## src/rtl/music_player_seq.sv

```systemverilog
// Song playback sequencer: steps the ROM beat index, latches each note and drives the buzzer.
// Define MUSIC_LOOP_EN to repeat the song forever instead of returning to idle at the end.
module music_player_seq #(
  parameter int CLK_FREQ    = 50000000,
  parameter int BEAT_CYCLES = 12500000,
  parameter int LAST_BEAT   = 63
) (
  input  logic       clk,
  input  logic       rst,
  input  logic       start,
  input  logic       pause,
  input  logic [4:0] music,
  output logic [5:0] beat_cnt1,
  output logic [4:0] cur_note,
  output logic       buzzer,
  output logic       busy,
  output logic       song_done
);

  // state   | meaning
  // S_IDLE  | silent, waiting for start
  // S_PLAY  | beat timer and tone counter running
  // S_PAUSE | all counters frozen, buzzer forced low, note held
  typedef enum logic [1:0] {
    S_IDLE  = 2'd0,
    S_PLAY  = 2'd1,
    S_PAUSE = 2'd2
  } state_t;

  localparam logic [31:0] BEAT_LAST = 32'(BEAT_CYCLES - 1);
  localparam logic [5:0]  SONG_LAST = 6'(LAST_BEAT);

  state_t      state_q;
  logic [5:0]  beat_q;
  logic [4:0]  note_q;
  logic [31:0] timer_q;
  logic [23:0] tone_q;
  logic        phase_q;
  logic        buzzer_q;
  logic        busy_q;
  logic        done_q;

  logic [31:0] timer_d;
  logic [23:0] tone_d;
  logic [4:0]  note_d;
  logic        phase_d;
  logic [23:0] hp;
  logic        beat_end;
  logic        song_end;
  logic        capture;
  logic        tone_wrap;

  function automatic logic [23:0] hp_of(input logic [4:0] code);
    case (code)
      5'd1:    hp_of = 24'(CLK_FREQ / (2 * 262));
      5'd2:    hp_of = 24'(CLK_FREQ / (2 * 294));
      5'd3:    hp_of = 24'(CLK_FREQ / (2 * 330));
      5'd4:    hp_of = 24'(CLK_FREQ / (2 * 349));
      5'd5:    hp_of = 24'(CLK_FREQ / (2 * 392));
      5'd6:    hp_of = 24'(CLK_FREQ / (2 * 440));
      5'd7:    hp_of = 24'(CLK_FREQ / (2 * 494));
      5'd8:    hp_of = 24'(CLK_FREQ / (2 * 523));
      5'd9:    hp_of = 24'(CLK_FREQ / (2 * 587));
      5'd10:   hp_of = 24'(CLK_FREQ / (2 * 659));
      5'd11:   hp_of = 24'(CLK_FREQ / (2 * 698));
      5'd12:   hp_of = 24'(CLK_FREQ / (2 * 784));
      5'd13:   hp_of = 24'(CLK_FREQ / (2 * 880));
      5'd14:   hp_of = 24'(CLK_FREQ / (2 * 988));
      5'd15:   hp_of = 24'(CLK_FREQ / (2 * 1047));
      5'd16:   hp_of = 24'(CLK_FREQ / (2 * 1175));
      5'd17:   hp_of = 24'(CLK_FREQ / (2 * 1319));
      5'd18:   hp_of = 24'(CLK_FREQ / (2 * 1397));
      5'd19:   hp_of = 24'(CLK_FREQ / (2 * 1568));
      5'd20:   hp_of = 24'(CLK_FREQ / (2 * 1760));
      5'd21:   hp_of = 24'(CLK_FREQ / (2 * 1976));
      default: hp_of = 24'd0;
    endcase
  endfunction

  // The ROM answers one cycle after the index moves, so the new note is
  // latched when the beat timer reads 1; the tone restarts at phase 0 there.
  always_comb begin
    hp        = hp_of(note_q);
    beat_end  = (timer_q == BEAT_LAST);
    song_end  = beat_end && (beat_q == SONG_LAST);
    capture   = (timer_q == 32'd1);
    tone_wrap = (tone_q == hp - 24'd1);
    timer_d   = beat_end ? 32'd0 : timer_q + 32'd1;
    note_d    = capture ? music : note_q;
    tone_d    = tone_q + 24'd1;
    phase_d   = phase_q;
    if (capture || hp == 24'd0) begin
      tone_d  = 24'd0;
      phase_d = 1'b0;
    end else if (tone_wrap) begin
      tone_d  = 24'd0;
      phase_d = ~phase_q;
    end
  end

  always_ff @(posedge clk) begin
    if (!rst) begin
      state_q  <= S_IDLE;
      beat_q   <= 6'd0;
      note_q   <= 5'd0;
      timer_q  <= 32'd0;
      tone_q   <= 24'd0;
      phase_q  <= 1'b0;
      buzzer_q <= 1'b0;
      busy_q   <= 1'b0;
      done_q   <= 1'b0;
    end else begin
      done_q <= 1'b0;
      if (start) begin
        state_q  <= S_PLAY;
        beat_q   <= 6'd0;
        note_q   <= 5'd0;
        timer_q  <= 32'd0;
        tone_q   <= 24'd0;
        phase_q  <= 1'b0;
        buzzer_q <= 1'b0;
        busy_q   <= 1'b1;
      end else begin
        case (state_q)
          S_IDLE: begin
            buzzer_q <= 1'b0;
            busy_q   <= 1'b0;
          end
          S_PLAY, S_PAUSE: begin
            if (pause) begin
              // phase_q survives the pause so the tone resumes where it stopped
              state_q  <= S_PAUSE;
              buzzer_q <= 1'b0;
            end else if (song_end) begin
              done_q  <= 1'b1;
              beat_q  <= 6'd0;
              timer_q <= 32'd0;
`ifdef MUSIC_LOOP_EN
              state_q  <= S_PLAY;
              note_q   <= note_d;
              tone_q   <= tone_d;
              phase_q  <= phase_d;
              buzzer_q <= phase_d;
`else
              state_q  <= S_IDLE;
              note_q   <= 5'd0;
              tone_q   <= 24'd0;
              phase_q  <= 1'b0;
              buzzer_q <= 1'b0;
              busy_q   <= 1'b0;
`endif
            end else begin
              state_q  <= S_PLAY;
              timer_q  <= timer_d;
              note_q   <= note_d;
              tone_q   <= tone_d;
              phase_q  <= phase_d;
              buzzer_q <= phase_d;
              if (beat_end) begin
                beat_q <= beat_q + 6'd1;
              end
            end
          end
          default: begin
            state_q <= S_IDLE;
          end
        endcase
      end
    end
  end

  assign beat_cnt1 = beat_q;
  assign cur_note  = note_q;
  assign buzzer    = buzzer_q;
  assign busy      = busy_q;
  assign song_done = done_q;

endmodule

```

## config.mk

```make
export PLATFORM = sky130hd
export DESIGN_NAME = music_player_seq
export DESIGN_NICKNAME = d
export VERILOG_FILES = /design/src/rtl/music_player_seq.sv
export SDC_FILE = /design/constraint.sdc
export NUM_CORES = 1
export LEC_CHECK = 0
export CORE_ASPECT_RATIO = 0.8
export CORE_MARGIN = 2
export CORE_UTILIZATION = 45
export CTS_BUF_LIST = sky130_fd_sc_hd__clkbuf_8
export CTS_CLUSTER_DIAMETER = 120
export DETAILED_ROUTE_END_ITERATION = 12
export GPL_ROUTABILITY_DRIVEN = 0
export PLACE_DENSITY = 0.71
export RECOVER_POWER = 100
export SLEW_MARGIN = 20
export SYNTH_ARGS = -nofsm -noshare
export SYNTH_HDL_FRONTEND = slang
export SYNTH_SLANG_ARGS = --single-unit
```

## constraint.sdc

```tcl
create_clock -name clk -period 3.8 [get_ports clk]
set_input_delay 0.57 -clock clk [delete_from_list [all_inputs] [get_ports clk]]
set_output_delay 0.57 -clock clk [all_outputs]
set_load 0.01 [all_outputs]
```

# Yosys cells after proc, flatten, opt, wreduce, memory -nomap -nowiden
# Memory sizes are Yosys's and may differ from the RTL's. A register that Yosys moved wholly into a read port is not among the register bits.
# Cells that the tools add are included.
# word_totals
ff_bits,73
romBits,544
inputBits,9
output_inout_bits,14
word_cells,68
memories,1
# classes
addsub,4
eq_ne,9
muxes,25
bitwise_logic,4
reduce_logical,15
# memory_table
memory,depth,word_bits,read_ports,rd_clocked_by_memory_dff,wr,line_no,rtl
(no name shown),32,17,1,1,0,54,case (code)
# op_table
cell,n
two-way mux 24 bit,3
two-way mux 32 bit,2
adder 32 x 1 -> 32 bit (second input constant),1
equality test 32 x 1 -> 1 bit (second input constant),1
equality test 32 x 24 -> 1 bit (second input constant),1
adder 24 x 1 -> 24 bit (second input constant),1
equality test 24 bit,1
zero test 24 bit,1
subtractor 24 x 1 -> 24 bit (second input constant),1
two-way mux 5 bit,4
two-way mux 6 bit,2
two-way mux 1 bit,10
AND reduction 3 bit,3
adder 6 x 1 -> 6 bit (second input constant),1
equality test 6 bit (second input constant),1
inequality test 3 bit (second input constant),2
nonzero test 2 bit,3
NOT 1 bit,4
case mux 1 bit (2 select lines),2
case mux 2 bit (2 select lines),1
OR reduction 2 bit,2
OR reduction 4 bit,1
nonzero test 3 bit,1
equality test 2 x 1 -> 1 bit (second input constant),1
7 further kinds,7

# Longest topological paths before layout
# Gate-level depths: netlist of the first run.
# logic_depth
ltp_word,7
mapped_depth,15
mapped_depth_nobuf,13

# Worst setup path after synthesis of the first run
# No wires, ideal clock.
# synth_timing
path_kind,register to register
startpoint,register timer_q[0]
endpoint,register hp[9] (netlist name)
setup_ns,0.095
arrival_ns,3.016
t_required_ns,3.705
path_slack_ns,0.689
path_stages_with_launch,14
path_buffers,1
synth_period_minus_slack_ns,3.111
cell_sequence,dfxtp_1 ha_1 nand4_1 or3_1 o21ai_0 nand2_1 a32o_1 clkbuf_1 nand2_1 inv_1 ha_1 o21ai_0 o21ai_0 a221oi_1
# synth_between
elab_chain_len,6
elab_cells_between_ends,8
classes_between,eq/ne (2); mux (3); reduce/logical (3)
# synth_lines
item,line_no,rtl
from (decl),36,logic [31:0] timer_q;
from (signal assigned),154,timer_q <= timer_d;
equality test 32 x 24 -> 1 bit,84,beat_end = (timer_q == BEAT_LAST);
logical AND 1 bit,85,song_end = beat_end && (beat_q == SONG_LAST);
nonzero test 2 bit (no source line),n/a,
AND reduction 3 bit (no source line),n/a,
two-way mux 5 bit (no source line) * (2 in a row),n/a,
# Every way passes the cells marked *; elsewhere a longest branch is shown, timed or not.
# A chain may end at the register's enable or synchronous reset.

# Final worst setup path of the first run
# layout_timing
startpoint,register timer_q[27]
endpoint,register hp[11] (netlist name)
# layout_between
elab_chain_len,6
elab_cells_between_ends,8
classes_between,eq/ne (2); mux (3); reduce/logical (3)
# layout_lines
item,line_no
equality test 32 x 24 -> 1 bit,84
logical AND 1 bit,85
nonzero test 2 bit (no source line),n/a
AND reduction 3 bit (no source line),n/a
two-way mux 5 bit (no source line) * (2 in a row),n/a
# Marks and branches as above.

==> impl_metrics.toml, run 1 <==
[outcome]
outcome = "complete, no violations"

[synthesis]
syn_avg_cell_area_um2 = 7.90
synthTopCellsByArea = "dfxtp_1 (33%), nor2_1 (5.5%), nand2_1 (5.1%), xor2_1 (5.0%), xnor2_1 (3.9%)"
yosysSeqAreaShare = 0.332
synth_ff_type = "dfxtp_1"
synth_top_area_frac = 0.332
synth_largest_area_cell = "dfxtp_1"
yosysWarnings = 0
synth_enable_flop_cells = 0
synthesis.area_mm2 = 0.00542
post_synth_inst_count = 687
synthArstFlopShare = 0
synth_fp_nets = 712
yosysUniqueCellTypes = 76
ys_ff_latch = 90

[detailed_routing]
drtAntennaViolNets = 0
vias_per_cell = 6.04
routed_wirelength_mm = 13.4
vias = 5138
drt_iter0_drc = 512
first_pass_iters = 8
wl_per_cell_um = 15.8
route.detailed.drc = 0

[floorplan]
num_rows = 35
dieHeight_um = 102
ios = 23
dieArea_mm2 = 0.0130
core_mm2 = 0.0116
start_util = 0.466
die_w_um = 127

[layout]
drive_gt1_frac = 0.0641
stdcell_area_mm2 = 0.00594
nNetsFinal = 722
syn_to_final_growth_pct = 9.46
layout.cells.non_filler = 850
antenna_cells = 0

[hold_path]
hp-class = "reg -> reg"
holdPathStages = 2

[setup_path]
r2r_cells = 10
cp.arrival_ns = 3.86
worst-endpoint-required_ns = 4.07
path_class = "reg -> reg"
end_kind = "register"
worst_setup_path_start_kind = "register"
cp_max_fo = 11

[sta]
min_period_ns = 3.59
setup_tns_ns = 0
rsz0062_at_grt = "false"
fmax_ghz = 0.278
worst_slew_margin_rel = 0.565
setup_violations = 0
hold_slack_ns = 0.500
maxSlewViolCount = 0
finClkSkew_ns = 0.0117
post-route-period-util = 0.946
finalHoldViolations = 0
worst_pin_slew_ns = 0.647

[grt]
antenna_found_initial = 0
grt_start_max_net_pins = 33
grt_pass1_vias = 4709
grt-ovfl-total = 0
gr-usage-all-layers = 0.214
grt_pass1_wl_mm = 22.6

[power]
peakVddDrop_mv = 0.168
leakagePower_uw = 0.00221
p_per_area_mw_per_mm2 = 292

[placed_design]
hpwlAfterDp_mm = 9.73
place_area_mm2 = 0.00575
placedCellCount = 834
numPortBuffers = 22

[clocking]
cts_made_buffers = 9
h-tree-depth = 3
cts_hold_buf = 0
cts_setup_buffers = 0
cts_tree = "yes"
cts_resized = 0
numClockSinks = 90
cts-root-buf = "clkbuf_8"
clock_path_buffers = 2
clk_latency_ns = 0.37
clk_pin_slew_ns = 0.10

[flow_run]
maxCapViolations = 0
[placed cells by master (no fill, tap or decap), types with 4 or more instances in the layout]
cell type	n
a211oi_1	5
a21oi_1	31
a221oi_1	4
a31oi_1	16
and3_1	15
and4_1	10
buf_4	10
clkbuf_8	9
clkdlybuf4s50_1	8
dfxtp_1	90
dlygate4sd3_1	14
ha_1	16
inv_1	23
mux2i_1	10
nand2_1	74
nand2b_1	5
nand3_1	38
nand4_1	26
nand4b_1	5
nor2_1	79
nor2b_1	5
nor3_1	16
nor4_1	13
o211ai_1	5
o21ai_0	27
o21ai_1	4
or2_2	4
or3_1	9
xnor2_1	24
xor2_1	31
[power by group]
part           switching, uW  internal (uW)
sequential              4.91            947
clock                    373            311
combinational           58.1           40.6
[layer usage]
layer	wire, um	GRT usage	vias up
met5	0	0	-
met4	302	0.0921	0
met3	874	0.0487	35
met2	5690	0.323	220
met1	6550	0.297	2388
li1	-	-	2495
[cell type report]
class	instances	area [um^2]
fillers	1092	5710
multi-input cells	536	3340
flip-flops and latches	90	1800
repair buffers	36	313
well taps	148	185
clock buffers	9	124
inverters	24	95.1
clock inverters	7	78.8
[logic make-up after synthesis]
| family | count (synthesis) | share of synthesized area |
|---|---|---|
| DFF | 90 | 0.332 |
| buffers and inverters | 61 | 0.0517 |
| xor gates and xnor gates | 55 | 0.0888 |
| and+or+nand+nor | 317 | 0.296 |
| muxes | 11 | 0.0205 |
| adders and majority gates | 16 | 0.0369 |
| AOI/OAI and AO/OA | 137 | 0.174 |
[final timing paths]
path         slack (ns)            to          from
max                0.21        hp[11]   timer_q[27]
min                0.50  beat_cnt1[1]  beat_cnt1[1]
max reg2reg        0.21        hp[11]   timer_q[27]
min reg2reg        0.50  beat_cnt1[1]  beat_cnt1[1]
[synthesized netlist by cell type (9+ instances only)]
cell	count
o21ai_1	10
and4_1	10
nor3_1	16
or3_1	9
mux2i_1	10
nor4_1	13
nand4_1	26
buf_2	10
nand3_1	38
xor2_1	31
inv_1	21
o21ai_0	21
ha_1	16
xnor2_1	24
clkbuf_1	19
nand2_1	74
nor2_1	79
a21oi_1	31
a31oi_1	16
and3_1	15
dfxtp_1	90
[per-stage QoR]
| step | utilization | setup slack, ns | power (uW) |
|---|---|---|---|
| 4_1_cts | 0.511 | 0.322 | 1750 |
| 2_1_floorplan | - | 0.689 | 1040 |
| 3_3_place_gp | 0.494 | 0.483 | 1070 |
| 3_5_place_dp | 0.494 | 0.355 | 1070 |
| 5_1_grt | 0.510 | 0.00451 | 1790 |
| 6_report | 0.510 | 0.207 | 1730 |
[critical path: stages, from the launching register on]
cell and delay, ns:
dfxtp_1 0.34, nor4_1 0.53, nand4_1 0.36, nor2_1 0.34, a32o_1 0.46, nand2_1 0.24, ha_1 0.44, nor2_1 0.21
nor2_1 0.10, a21o_1 0.21, a221oi_1 0.27
[state kept, by name (all words and copies together), names as in the netlist]
| signal | cells |
|---|---|
| cur_note | 5 |
| tone_q | 24 |
| buzzer | 1 |
| busy | 1 |
| state_q | 2 |
| beat_cnt1 | 6 |
| timer_q | 32 |
| phase_q | 1 |
| hp | 17 |
| song_done | 1 |
Note: power is estimated with default switching activity, not from simulation.
==> run 2: changes to the inputs <==
--- a/config.mk
+++ b/config.mk
@@ -7,12 +7,12 @@
 export LEC_CHECK = 0
 export CORE_ASPECT_RATIO = 0.8
 export CORE_MARGIN = 2
-export CORE_UTILIZATION = 45
+export CORE_UTILIZATION = 29
 export CTS_BUF_LIST = sky130_fd_sc_hd__clkbuf_8
 export CTS_CLUSTER_DIAMETER = 120
 export DETAILED_ROUTE_END_ITERATION = 12
 export GPL_ROUTABILITY_DRIVEN = 0
-export PLACE_DENSITY = 0.71
+export PLACE_DENSITY = 0.53
 export RECOVER_POWER = 100
 export SLEW_MARGIN = 20
 export SYNTH_ARGS = -nofsm -noshare
==> impl_metrics.toml, run 2 (same netlist as run 1, synthesis figures left out) <==
[setup_path]
cp.arrival_ns = 3.79
critical-path-max-stage-delay_ns = 0.74
rrSetupSlack_ns = 0.29
worst_setup_path_start_kind = "register"
r2r_cells = 10
cp_slowest_cell = "or4_1"
worst-endpoint-required_ns = 4.08
crit_cells = 10
path_class = "reg -> reg"
cp_max_fo = 9
crit_chain = "nand3_2, or4_1, o311a_1, o31ai_1, clkbuf_1, inv_2, ha_1, o21ai_0, a21oi_1, nor3_1"
cp_top_family = "simple AND/OR/NAND/NOR gates"
critPathBufInv = 2
end_kind = "register"

[clocking]
cts_hold_buf = 0
clock_path_buffers = 2
clk_latency_ns = 0.39
cts_setup_buffers = 0
cts-root-buf = "clkbuf_8"
cts_resized = 0
clk_pin_slew_ns = 0.10
h-tree-depth = 3
cts_tree = "yes"
cts_made_buffers = 9
numClockSinks = 90

[layout]
fill_cells = 1953
fin_util = 0.332
largest_reg_flops = 32
nNetsFinal = 723
drive_gt1_frac = 0.0612
stdcell_area_mm2 = 0.00604
final_cell_mix = "dfxtp_1 (90), nor2_1 (79), nand2_1 (74), nand3_1 (38)"
final_common_cell = "dfxtp_1"
regMostFlops = "timer_q"
antenna_cells = 0
syn_to_final_growth_pct = 11.4

[grt]
grt_pass1_vias = 4500
grt_pass1_wl_mm = 24.1
antenna_found_initial = 0
grt-ovfl-total = 0
grt_start_max_net_pins = 33
gr-usage-all-layers = 0.151

[sta]
worst_pin_slew_ns = 0.840
finClkSkew_ns = 0.0154
fmax_ghz = 0.285
post-route-period-util = 0.924
maxSlewViolCount = 0
worst_slew_margin_rel = 0.438
setup_tns_ns = 0
finalHoldViolations = 0
rsz0062_at_grt = "false"
setup_violations = 0
min_period_ns = 3.51

[power]
leakagePower_uw = 0.00220
p_per_area_mw_per_mm2 = 288
total_power_uw = 1740
peakVddDrop_mv = 0.148
clkPwrFrac = 0.397
p_int_uw = 1290
p_comb_frac = 0.056
sequentialPowerShare = 0.547
p_sw_frac = 0.256
switchingPower_uw = 446

[floorplan]
start_util = 0.298
die_w_um = 157
core_mm2 = 0.0182
num_rows = 44
dieArea_mm2 = 0.0198
ios = 23
dieHeight_um = 126

[detailed_routing]
drtAntennaViolNets = 0
vias = 4919
drt_iter0_drc = 422
first_pass_iters = 5
wl_per_cell_um = 15.1
routed_wirelength_mm = 14.4
vias_per_cell = 5.15
route.detailed.drc = 0

[placed_design]
hpwlAfterDp_mm = 10.5
numPortBuffers = 22
place_area_mm2 = 0.00589

[hold_path]
hp-class = "reg -> reg"
holdPathStages = 2

[outcome]
outcome = "complete, no violations"

[flow_run]
maxCapViolations = 0
## run 2: layout make-up
class	instances	area (um^2)	share of cell area
sequential	90	1800	0.298
inverter	24	95.1	0.0157
multi-input combinational	536	3320	0.550
timing repair buffer	37	309	0.0511
clock buffer	9	124	0.0205
tap	253	317	0.0524
clock inverter	7	76.3	0.0126
## run 2: worst paths after layout
kind               start          end
max reg2reg  timer_q[19]        hp[2]
max          timer_q[19]        hp[2]
min reg2reg  timer_q[24]  timer_q[24]
min          timer_q[24]  timer_q[24]
## run 2: metal layers
layer / track usage / part of all wire / routed length (um) / vias to the layer above
li1: - / - / - / 2503
met1: 0.236 / 0.55 / 7940 / 2278
met2: 0.205 / 0.39 / 5590 / 124
met3: 0.0266 / 0.048 / 689 / 14
met4: 0.0459 / 0.013 / 181 / 0
met5: 0 / 0 / 0 / -
## run 2: worst register-to-register path: stages (launching register included)
cell and delay, ns:
dfxtp_1 0.43, nand3_2 0.12, or4_1 0.74, o311a_1 0.42, o31ai_1 0.34, clkbuf_1 0.35, inv_2 0.15, ha_1 0.29
o21ai_0 0.19, a21oi_1 0.09, nor3_1 0.29
## run 2: through the flow
stage | instances | setup WS [ns] | hold WS, ns
after floorplan | 687 | 0.689 | 0.467
after global placement | 940 | 0.499 | 0.490
after detailed placement | 940 | 0.434 | 0.492
after CTS | 956 | 0.378 | 0.508
after global routing | 956 | 0.0491 | 0.539
final | 956 | 0.287 | 0.508
## run 2: power by group through the flow
stage | clock (uW) | combinational, uW | sequential, uW
floorplan | 0 | 66.2 | 973
global placement | 0 | 101 | 974
detailed placement | 0 | 100 | 974
CTS | 716 | 101 | 952
global route | 756 | 108 | 953
finish | 691 | 97.4 | 952
==> run 3: changes to the inputs <==
--- a/config.mk
+++ b/config.mk
@@ -5,7 +5,7 @@
 export SDC_FILE = /design/constraint.sdc
 export NUM_CORES = 1
 export LEC_CHECK = 0
-export CORE_ASPECT_RATIO = 0.8
+export CORE_ASPECT_RATIO = 2
 export CORE_MARGIN = 2
 export CORE_UTILIZATION = 29
 export CTS_BUF_LIST = sky130_fd_sc_hd__clkbuf_8
==> constraint.sdc (replaced) <==
create_clock -name clk -period 3.8 [get_ports clk]
set_input_delay 0.57 -clock clk [delete_from_list [all_inputs] [get_ports clk]]
set_output_delay 0.57 -clock clk [all_outputs]
set_load 0.05 [all_outputs]
==> impl_metrics.toml, run 3 (same netlist as run 1, synthesis figures left out) <==
[setup_path]
cp-endpoint = "hp[9]"
cp-startpoint = "beat_cnt1[0]"
path_class = "reg -> reg"
cp.arrival_ns = 3.80
r2r-end = "hp[9]"
cp_max_fo = 11
end_kind = "register"
critical-path-max-stage-delay_ns = 0.45
crit_chain = "ha_1, nand3_1, or3_1, o21ai_0, nand2_1, a32o_1, nand2_1, inv_1, ha_1, o21ai_2, o21ai_0, a221oi_1"
worst_setup_path_start_kind = "register"
worst-endpoint-required_ns = 4.05
rrSetupSlack_ns = 0.25
cp_slowest_cell = "or3_1"
reg2reg_from = "beat_cnt1[0]"
r2r_cells = 12

[placed_design]
place_ws_ns = 0.165
numPortBuffers = 22
hpwlAfterDp_mm = 12.5

[detailed_routing]
route.detailed.drc = 0
wl_per_cell_um = 17.6
drt_iter0_drc = 354
vias_per_cell = 5.53
vias = 5100
first_pass_iters = 5
routed_wirelength_mm = 16.2
drtAntennaViolNets = 0

[floorplan]
start_util = 0.296
dieArea_mm2 = 0.0199
ios = 23
dieHeight_um = 197
num_rows = 70
core_mm2 = 0.0183
die_w_um = 101

[layout]
final_cell_mix = "dfxtp_1 (90), nor2_1 (79), nand2_1 (74), nand3_1 (38)"
fill_cells = 1968
drive_gt1_frac = 0.0680
largest_reg_flops = 32
final_common_cell = "dfxtp_1"
syn_to_final_growth_pct = 11.0
antenna_cells = 0
nNetsFinal = 726
regMostFlops = "timer_q"

[sta]
worst_pin_slew_ns = 0.798
finalHoldViolations = 0
fin_ws_ns = 0.251
maxSlewViolCount = 0
setup_tns_ns = 0
post-route-period-util = 0.934
worst_slew_margin_rel = 0.466
fmax_ghz = 0.282
finClkSkew_ns = 0.0249
setup_violations = 0
min_period_ns = 3.55
rsz0062_at_grt = "false"

[clocking]
h-tree-depth = 3
cts_tree = "yes"
clk_pin_slew_ns = 0.09
clk_latency_ns = 0.38
numClockSinks = 90
cts-root-buf = "clkbuf_8"
clock_path_buffers = 2
cts_made_buffers = 9

[grt]
gr-usage-all-layers = 0.166
grt_pass1_wl_mm = 25.8
grt_start_max_net_pins = 33
antenna_found_initial = 0
grt-ovfl-total = 0
grt_pass1_vias = 5009

[power]
peakVddDrop_mv = 0.156
leakagePower_uw = 0.00221
p_per_area_mw_per_mm2 = 282

[hold_path]
holdPathStages = 2
hp-class = "reg -> reg"

[flow_run]
maxCapViolations = 0

[outcome]
outcome = "complete, no violations"
==> run 3: cell types whose count changed in the layout (fill, tap and decap cells not counted), moves of 2 or more <==
| cell | delta |
|---|---|
| buf_4 | +2 |
| inv_6 | -2 |
| o21ai_0 | -3 |
| o21ai_1 | +2 |
| clkinvlp_4 | -2 |
==> run 3: worst min path at each step <==
stage / start / end
finish: beat_cnt1[1] / beat_cnt1[1]
global route: timer_q[28] / timer_q[28]
CTS: timer_q[28] / timer_q[28]
detailed placement: timer_q[29] / timer_q[29]
global placement: timer_q[28] / timer_q[28]
floorplan: timer_q[24] / timer_q[24]
==> run 3: through the flow <==
stage,cell area [um^2],power (uW),cells,utilization,hold slack [ns]
finish,6020,1700,922,0.329,0.508
global route,6020,1760,922,0.329,0.541
CTS,6040,1720,922,0.330,0.513
detailed placement,5860,1080,906,0.320,0.498
global placement,5860,1080,906,0.320,0.490
floorplan,5420,1040,687,-,0.467
==> run 3: power breakdown <==
group / leakage (uW) / switching, uW / internal (uW)
Sequential: 0.000725 / 5.11 / 947
Clock: 0.0000993 / 383 / 259
Combinational: 0.00138 / 65.3 / 39.8
==> run 3: routing by layer <==
metal / vias up / routed length, um / global-route usage
li1: 2507 / - / -
met1: 2411 / 5740 / 0.155
met2: 129 / 9170 / 0.329
met3: 53 / 399 / 0.0219
met4: 0 / 921 / 0.0969
met5: - / 0 / 0
==> run 3: repair_timing <==
action	4_1_cts	5_1_grt
hold buffers	0	0
buffers inserted	0	0
gates resized for setup	0	2
endpoints found under the setup margin	0	2
==> run 3: worst max-delay path: cells and delay by family, from the launching register on <==
kind                       cells  cell delay (ns)
AOI/OAI and AO/OA              5             1.40
and+or+nand+nor                4             0.91
adders and majority gates      2             0.52
DFF                            1             0.43
buffers and inverters          1             0.16
==> run 3: layout make-up <==
class	count	area [um^2]	share of cell area
Sequential cell	90	1800	0.299
Tap cell	216	270	0.0449
Inverter	24	95.1	0.0158
Timing Repair Buffer	40	328	0.0544
Multi-Input combinational cell	536	3350	0.556
Clock buffer	10	138	0.0229
Clock inverter	6	42.5	0.00707
